===== src/rtl/mem_stage_ctrl_if.sv =====
// Data-memory request/ready bus between the memory-stage controller (master)
// and the data memory (slave).
interface mem_stage_ctrl_if #(
   parameter int unsigned ADDR_WIDTH = 12
);
   logic                  dmem_req;
   logic                  dmem_we;
   logic [ADDR_WIDTH-1:0] dmem_addr;
   logic [31:0]           dmem_wdata;
   logic                  dmem_ready;
   logic [31:0]           dmem_rdata;

   modport master (
      output dmem_req, dmem_we, dmem_addr, dmem_wdata,
      input  dmem_ready, dmem_rdata
   );

   modport slave (
      input  dmem_req, dmem_we, dmem_addr, dmem_wdata,
      output dmem_ready, dmem_rdata
   );
endinterface


===== src/rtl/mem_stage_ctrl.sv =====
// Memory-stage controller: stalls the pipeline front while a load/store runs
// on the data-memory bus. Optional access timeout enabled by MEM_TIMEOUT_EN.
module mem_stage_ctrl #(
   parameter int unsigned ADDR_WIDTH     = 12,
   parameter int unsigned TIMEOUT_CYCLES = 255
) (
   input  logic                clock,
   input  logic                reset,
   input  logic                in_valid,
   input  logic                in_mem_read,
   input  logic                in_mem_write,
   input  logic [31:0]         in_ALU_result,
   input  logic [31:0]         in_data_reg,
   mem_stage_ctrl_if.master    dmem,
   output logic                stall,
   output logic                out_valid,
   output logic [31:0]         out_load_data,
   output logic                mem_error
);

   typedef enum logic [1:0] {
      S_IDLE   = 2'd0,
      S_ACCESS = 2'd1,
      S_DONE   = 2'd2
   } state_t;

   state_t                state_q, state_d;
   logic [ADDR_WIDTH-1:0] addr_q;
   logic [31:0]           wdata_q;
   logic                  we_q;

   logic mem_op;
   logic capture;
   logic load_en;
   logic timeout_hit;
   logic timeout_fire;
   logic req;

   // Only the low word-address bits reach memory.
   logic unused_addr_bits;
   assign unused_addr_bits = ^in_ALU_result[31:ADDR_WIDTH];

   assign mem_op = in_valid & (in_mem_read | in_mem_write);

   always_ff @(posedge clock) begin
      if (reset) state_q <= S_IDLE;
      else       state_q <= state_d;
   end

   always_comb begin
      state_d      = state_q;
      req          = 1'b0;
      stall        = 1'b0;
      out_valid    = 1'b0;
      capture      = 1'b0;
      load_en      = 1'b0;
      timeout_fire = 1'b0;
      case (state_q)
         S_IDLE: begin
            if (mem_op) begin
               stall   = 1'b1;
               capture = 1'b1;
               state_d = S_ACCESS;
            end else begin
               out_valid = in_valid;
            end
         end
         S_ACCESS: begin
            req   = 1'b1;
            stall = 1'b1;
            if (dmem.dmem_ready) begin
               load_en = ~we_q;
               state_d = S_DONE;
            end else if (timeout_hit) begin
               timeout_fire = 1'b1;
               state_d      = S_DONE;
            end
         end
         S_DONE: begin
            out_valid = 1'b1;
            state_d   = S_IDLE;
         end
         default: state_d = S_IDLE;
      endcase
      if (reset) begin
         stall     = 1'b0;
         out_valid = 1'b0;
      end
   end

   // Read/write precedence: a store wins when both flags are set.
   always_ff @(posedge clock) begin
      if (reset) begin
         addr_q        <= '0;
         wdata_q       <= '0;
         we_q          <= 1'b0;
         out_load_data <= '0;
      end else begin
         if (capture) begin
            addr_q  <= in_ALU_result[ADDR_WIDTH-1:0];
            wdata_q <= in_data_reg;
            we_q    <= in_mem_write;
         end
         if (load_en)           out_load_data <= dmem.dmem_rdata;
         else if (timeout_fire) out_load_data <= '0;
      end
   end

   assign dmem.dmem_req   = req;
   assign dmem.dmem_we    = we_q;
   assign dmem.dmem_addr  = addr_q;
   assign dmem.dmem_wdata = wdata_q;

`ifdef MEM_TIMEOUT_EN
   logic [31:0] wait_cnt_q;

   // Abort on the edge where the incremented count would reach TIMEOUT_CYCLES,
   // so exactly TIMEOUT_CYCLES ACCESS cycles elapse before DONE.
   assign timeout_hit = ((wait_cnt_q + 32'd1) >= TIMEOUT_CYCLES);

   always_ff @(posedge clock) begin
      if (reset) begin
         wait_cnt_q <= '0;
         mem_error  <= 1'b0;
      end else begin
         if (capture)
            wait_cnt_q <= '0;
         else if (state_q == S_ACCESS && !dmem.dmem_ready)
            wait_cnt_q <= wait_cnt_q + 32'd1;
         mem_error <= timeout_fire;
      end
   end
`else
   logic unused_timeout_cfg;
   assign unused_timeout_cfg = (TIMEOUT_CYCLES != 0);
   assign timeout_hit        = 1'b0;
   assign mem_error          = 1'b0;
`endif

endmodule

===== src/flat_wrapper.sv =====
// flat-port wrapper written by rule: the top's interface ports become plain ports
module mem_stage_ctrl_flat 
#(
   parameter int unsigned ADDR_WIDTH     = 12,
   parameter int unsigned TIMEOUT_CYCLES = 255
)
  (clock, reset, in_valid, in_mem_read, in_mem_write, in_ALU_result, in_data_reg, stall, out_valid, out_load_data, mem_error, dmem_dmem_req, dmem_dmem_we, dmem_dmem_addr, dmem_dmem_wdata, dmem_dmem_ready, dmem_dmem_rdata);
  mem_stage_ctrl_if #(.ADDR_WIDTH(ADDR_WIDTH)) dmem_i ();
  input  logic clock;
  input  logic reset;
  input  logic in_valid;
  input  logic in_mem_read;
  input  logic in_mem_write;
  input  logic [31:0] in_ALU_result;
  input  logic [31:0] in_data_reg;
  output logic stall;
  output logic out_valid;
  output logic [31:0] out_load_data;
  output logic mem_error;
  output wire logic [$bits(dmem_i.dmem_req)-1:0] dmem_dmem_req;
  output wire logic [$bits(dmem_i.dmem_we)-1:0] dmem_dmem_we;
  output wire logic [$bits(dmem_i.dmem_addr)-1:0] dmem_dmem_addr;
  output wire logic [$bits(dmem_i.dmem_wdata)-1:0] dmem_dmem_wdata;
  input wire logic [$bits(dmem_i.dmem_ready)-1:0] dmem_dmem_ready;
  input wire logic [$bits(dmem_i.dmem_rdata)-1:0] dmem_dmem_rdata;
  assign dmem_dmem_req = dmem_i.dmem_req;
  assign dmem_dmem_we = dmem_i.dmem_we;
  assign dmem_dmem_addr = dmem_i.dmem_addr;
  assign dmem_dmem_wdata = dmem_i.dmem_wdata;
  assign dmem_i.dmem_ready = dmem_dmem_ready;
  assign dmem_i.dmem_rdata = dmem_dmem_rdata;
  mem_stage_ctrl #(.ADDR_WIDTH(ADDR_WIDTH), .TIMEOUT_CYCLES(TIMEOUT_CYCLES)) u_core (.clock(clock), .reset(reset), .in_valid(in_valid), .in_mem_read(in_mem_read), .in_mem_write(in_mem_write), .in_ALU_result(in_ALU_result), .in_data_reg(in_data_reg), .dmem(dmem_i), .stall(stall), .out_valid(out_valid), .out_load_data(out_load_data), .mem_error(mem_error));
endmodule

===== config.mk =====
export PLATFORM = sky130hd
export DESIGN_NAME = mem_stage_ctrl_flat
export DESIGN_NICKNAME = d
export VERILOG_FILES = /design/src/rtl/mem_stage_ctrl_if.sv /design/src/rtl/mem_stage_ctrl.sv /design/src/flat_wrapper.sv
export SDC_FILE = /design/constraint.sdc
export NUM_CORES = 1
export LEC_CHECK = 0
export BUFFER_PORTS_ARGS = -buffer_cell sky130_fd_sc_hd__buf_2
export CORE_MARGIN = 1.5
export CORE_UTILIZATION = 48
export CTS_CLUSTER_DIAMETER = 120
export DETAILED_ROUTE_END_ITERATION = 10
export PLACE_DENSITY_LB_ADDON = 0.1
export SLEW_MARGIN = 5
export SYNTH_ARGS = -nofsm -noshare
export SYNTH_HDL_FRONTEND = slang
export SYNTH_SLANG_ARGS = --single-unit
export TNS_END_PERCENT = 100

===== constraint.sdc =====
create_clock -name clock -period 2.75 [get_ports clock]
set_input_delay 0.4125 -clock clock [delete_from_list [all_inputs] [get_ports clock]]
set_output_delay 0.4125 -clock clock [all_outputs]
set_load 0.005 [all_outputs]

* Yosys cells after proc, flatten, opt, wreduce, memory -nomap -nowiden
Index checks and enable logic that the tools add are counted.
** Cells by class
- Bitwise operators :: 3
- Reduce and logical (&&, ||, !) cells :: 2
- Mux-type cells :: 14
- Eq/ne operators :: 4
** Operator list (number)
- 32-bit 2-to-1 mux :: 1
- 1-bit 2-to-1 mux :: 8
- 2-bit 2-to-1 mux :: 2
- 1-bit one-hot mux with 2 select lines :: 2
- 2-bit one-hot mux with 2 select lines :: 1
- 2-bit by 1-bit == test with 1-bit output, second input constant :: 1
- 2-bit == test, second input constant :: 1
- 2-bit logical NOT :: 1
- 2-bit by 1-bit != test with 1-bit output, second input constant :: 1
- 2-bit != test, second input constant :: 1
- 2-bit AND reduction :: 1
- 1-bit AND :: 1
- 1-bit NOT :: 1
- 1-bit OR :: 1
** Word-level totals
- Word-level logic and storage cells :: 28
- Bits of input ports :: 102
- Output and inout bits :: 81
- Flip-flop bits (word level) :: 79

* Longest topological paths before layout
- Depth after elaboration :: 5
- Gate-level depth with buffers :: 5
- Depth with buffers taken out :: 3

* Worst setup path after synthesis
No wires, ideal clock.
- Kind :: input-to-output
- Start point :: input port reset
- End point :: output port out_valid
- Setup slack :: 1276 ps
- Arrival time :: 1062 ps
- Stages on the path :: 4
- Required time :: 2338 ps
- Buffers on the path :: 3
- Cell sequence :: buf_2 buf_2 buf_2 nor3_1
** Between the ends
- Cells in the longest elaborated chain, start to end :: 1
** RTL lines
- start: declaration :: line flat_wrapper.sv:10 : input logic reset;
- 1-bit 2-to-1 mux :: line mem_stage_ctrl.sv:85 : if (reset) begin
- end: declaration :: line flat_wrapper.sv:17 : output logic out_valid;
Every way passes these cells.

* Worst setup path in the final report
- Start point :: input port in_mem_write
- End point :: output port stall
** Between the ends
- Cells in the longest elaborated chain, start to end :: 5
** RTL lines
- start: declaration :: line flat_wrapper.sv:13 : input logic in_mem_write;
- 1-bit OR :: line mem_stage_ctrl.sv:43 : assign mem_op = in_valid & (in_mem_read | in_mem_write);
- 1-bit AND :: line mem_stage_ctrl.sv:43
- 1-bit 2-to-1 mux :: line mem_stage_ctrl.sv:60 : if (mem_op) begin
- 1-bit one-hot mux with 2 select lines :: line mem_stage_ctrl.sv:58 : case (state_q)
- 1-bit 2-to-1 mux :: line mem_stage_ctrl.sv:85
- end: declaration :: line flat_wrapper.sv:16 : output logic stall;
Every way passes these cells.

==> results.tsv <==
metric	value	unit
outcome	finished, final reports clean	
WP data arrival	1.28	ns
Setup TNS	0	ns
# rows	30	
Crit Path Max Fanout	3	
CTS root buffer	clkbuf_8	
worst slew pin tran	0.624	ns
largest net degree at the start of global routing	59	
WL/cell	12.0	microns
CTS Buffer Depth	2	
Cell Int Power	1.79	mW
Port Buffer Count	161	
clock power share	0.347	
Tcrit/Tclk final	0.615	
share of layout cells above drive strength 1	0.382	
synthesized area per cell	9.37	sq um
Die ar.	7400	sq um
antenna-violating nets left	0	
Sw Ratio	0.245	
Leak	1.99	nW
Post-Syn Nets	455	
Max IR drop VDD	0.000354	V
Post-CTS Setup Inserts	0	
synth warn	0	
first-pass GRT wire length	11500	microns
CTS tree	yes	
number of synthesized register bits	79	
Post-Syn Area	3310	sq um
register clock-pin slew on the reported worst setup and hold paths	0.08	ns
H-tree levels	3	
# nets final	605	
Max Cap Violations	0	
dpl cells	572	
final hold vios	0	
IO Count	183	
critical path class	in2out	
CP endpoint kind	output port	
worst hold path class	in2reg	
minimum clock period	1.69	ns
Worst-Skew Late Latency	0.34	ns
PostCTS Resize Cnt	0	
GPL Wtd Cong	0.748	
core box area	6720	sq um
PwrDens	552	nW/um^2
Overflow after GRT	0	
Post-Syn Instances	353	
number of global-route vias before repair	2648	
Initial DRC Count	103	
vias	2756	
critical path launch point	in_mem_write	
Starting Density	0.492	
library cells used by synthesis	19	
Routed WL	7030	microns
most frequent cells in the layout	buf_2, nand2b_1, dfxtp_1	
crit path launch type	input port	
GRT Overall Usage	0.194	
CTS Hold Bufs	0	
synth-to-layout area growth	29.5	%
Die Width	86.0	microns
ANT cells	0	
Max Freq	591	MHz
Seq/Total Area, Yosys	0.478	
Final Core Density	0.638	
max-slew violation count	0	
CTS sink count	79	
Seq pwr share	0.521	
most common cell after layout, fill and taps aside	buf_2	
initial antenna violation count	0	
Layout fillers	617	
RSZ-0062 raised after global routing	false	
Placed Instance Area	4100	sq um
residual DRC count	0	
Non-Filler Instances	588	
combinational share of power	0.132	
Hold Slack	0.298	ns
CTS buffer count	9	
reg-to-reg startpoint	u_core.state_q[1]$_SDFFE_PP0P_	
vias per cell	4.69	
Clock Skews	0.00536	ns
Finished Cell Area	4280	sq um
Req. time, crit path	2.34	ns
max_slew headroom	0.584	
Sw Pwr	0.579	mW
DR pass1 iterations	4	
die span in y	86.0	microns
final number of setup-violating endpoints	0	
DP HPWL	5020	microns
min-delay src	dmem_dmem_rdata[31]	
power groups by stage:
stage / clock network (mW) / registers (mW) / logic, mW
after CTS: 0.851 / 1.23 / 0.319
after floorplan: 0 / 1.27 / 0.180
after detailed placement: 0 / 1.26 / 0.318
after global placement: 0 / 1.26 / 0.311
final: 0.821 / 1.23 / 0.313
after global routing: 0.896 / 1.24 / 0.350
Yosys cell counts:
cell       instances  area (sq um)
nand2b_1          90           563
dfxtp_1           79          1580
nand2_1           65           244
mux2i_1           45           450
a21oi_1           24           120
a21oi_2            9          78.8
buf_2              9          45.0
clkbuf_1           8          30.0
buf_6              7          78.8
buf_4              4          30.0
nor3_1             3          15.0
nor2_1             2          7.51
nor2b_1            2          12.5
a2111oi_2          1          15.0
conb_1             1          3.75
nand4bb_1          1          11.3
nor4bb_1           1          10.0
o21ai_0            1          5.00
or3_1              1          6.26
final timing paths:
check | to | slack [ns] | cells past startpoint
min | u_core.out_load_data[31]$_SDFFE_PP0P_ | 0.30 | 3
min reg2reg | u_core.out_load_data[5]$_SDFFE_PP0P_ | 0.45 | 2
max reg2reg | u_core.dmem.dmem_wdata[7]$_SDFFE_PP0P_ | 1.26 | 3
max | stall | 1.06 | 5
metal layers:
layer  global-route usage  routed length [microns]  up-vias
met5                    0                        0        -
met3               0.0577                      537       16
met1                0.212                     2960     1215
met4               0.0894                      165        0
met2                0.344                     3360       95
li1                     -                        -     1430
sequential cells by signal, indices dropped and copies added (netlist names):
register,flops
u_core.dmem.dmem_addr,12
u_core.dmem.dmem_wdata,32
u_core.dmem.dmem_we,1
u_core.out_load_data,32
u_core.state_q,2
metrics by stage:
step                      setup WS [ns]  power [mW]
final                              1.06        2.37
after global routing              0.914        2.49
after CTS                          1.05        2.40
after detailed placement          0.897        1.58
after global placement            0.965        1.57
after floorplan                    1.28        1.45
worst max-delay path: stages:
cell,delay (ns)
buf_2,0.11
o21ai_0,0.29
nor2b_1,0.25
nor3_1,0.06
buf_2,0.16
cell type report:
class                           count  area [sq um]  area share
Sequential cell                    79          1580       0.369
Multi-Input combinational cell    246          1560       0.365
Clock inverter                      6          61.3      0.0143
Clock buffer                       10           128      0.0298
Tap cell                           80           100      0.0234
Timing Repair Buffer              167           851       0.199
kinds of logic (layout without fill, tap and decap cells):
| family | Yosys count | count (layout) | synth area share |
|---|---|---|---|
| compound gates | 35 | 35 | 0.0662 |
| simple gates | 165 | 165 | 0.263 |
| other cells | 1 | 1 | 0.00113 |
| mux | 45 | 45 | 0.136 |
| flops | 79 | 79 | 0.478 |
| buf+inv | 28 | 183 | 0.0556 |
Power figures use the tool's default switching activity.
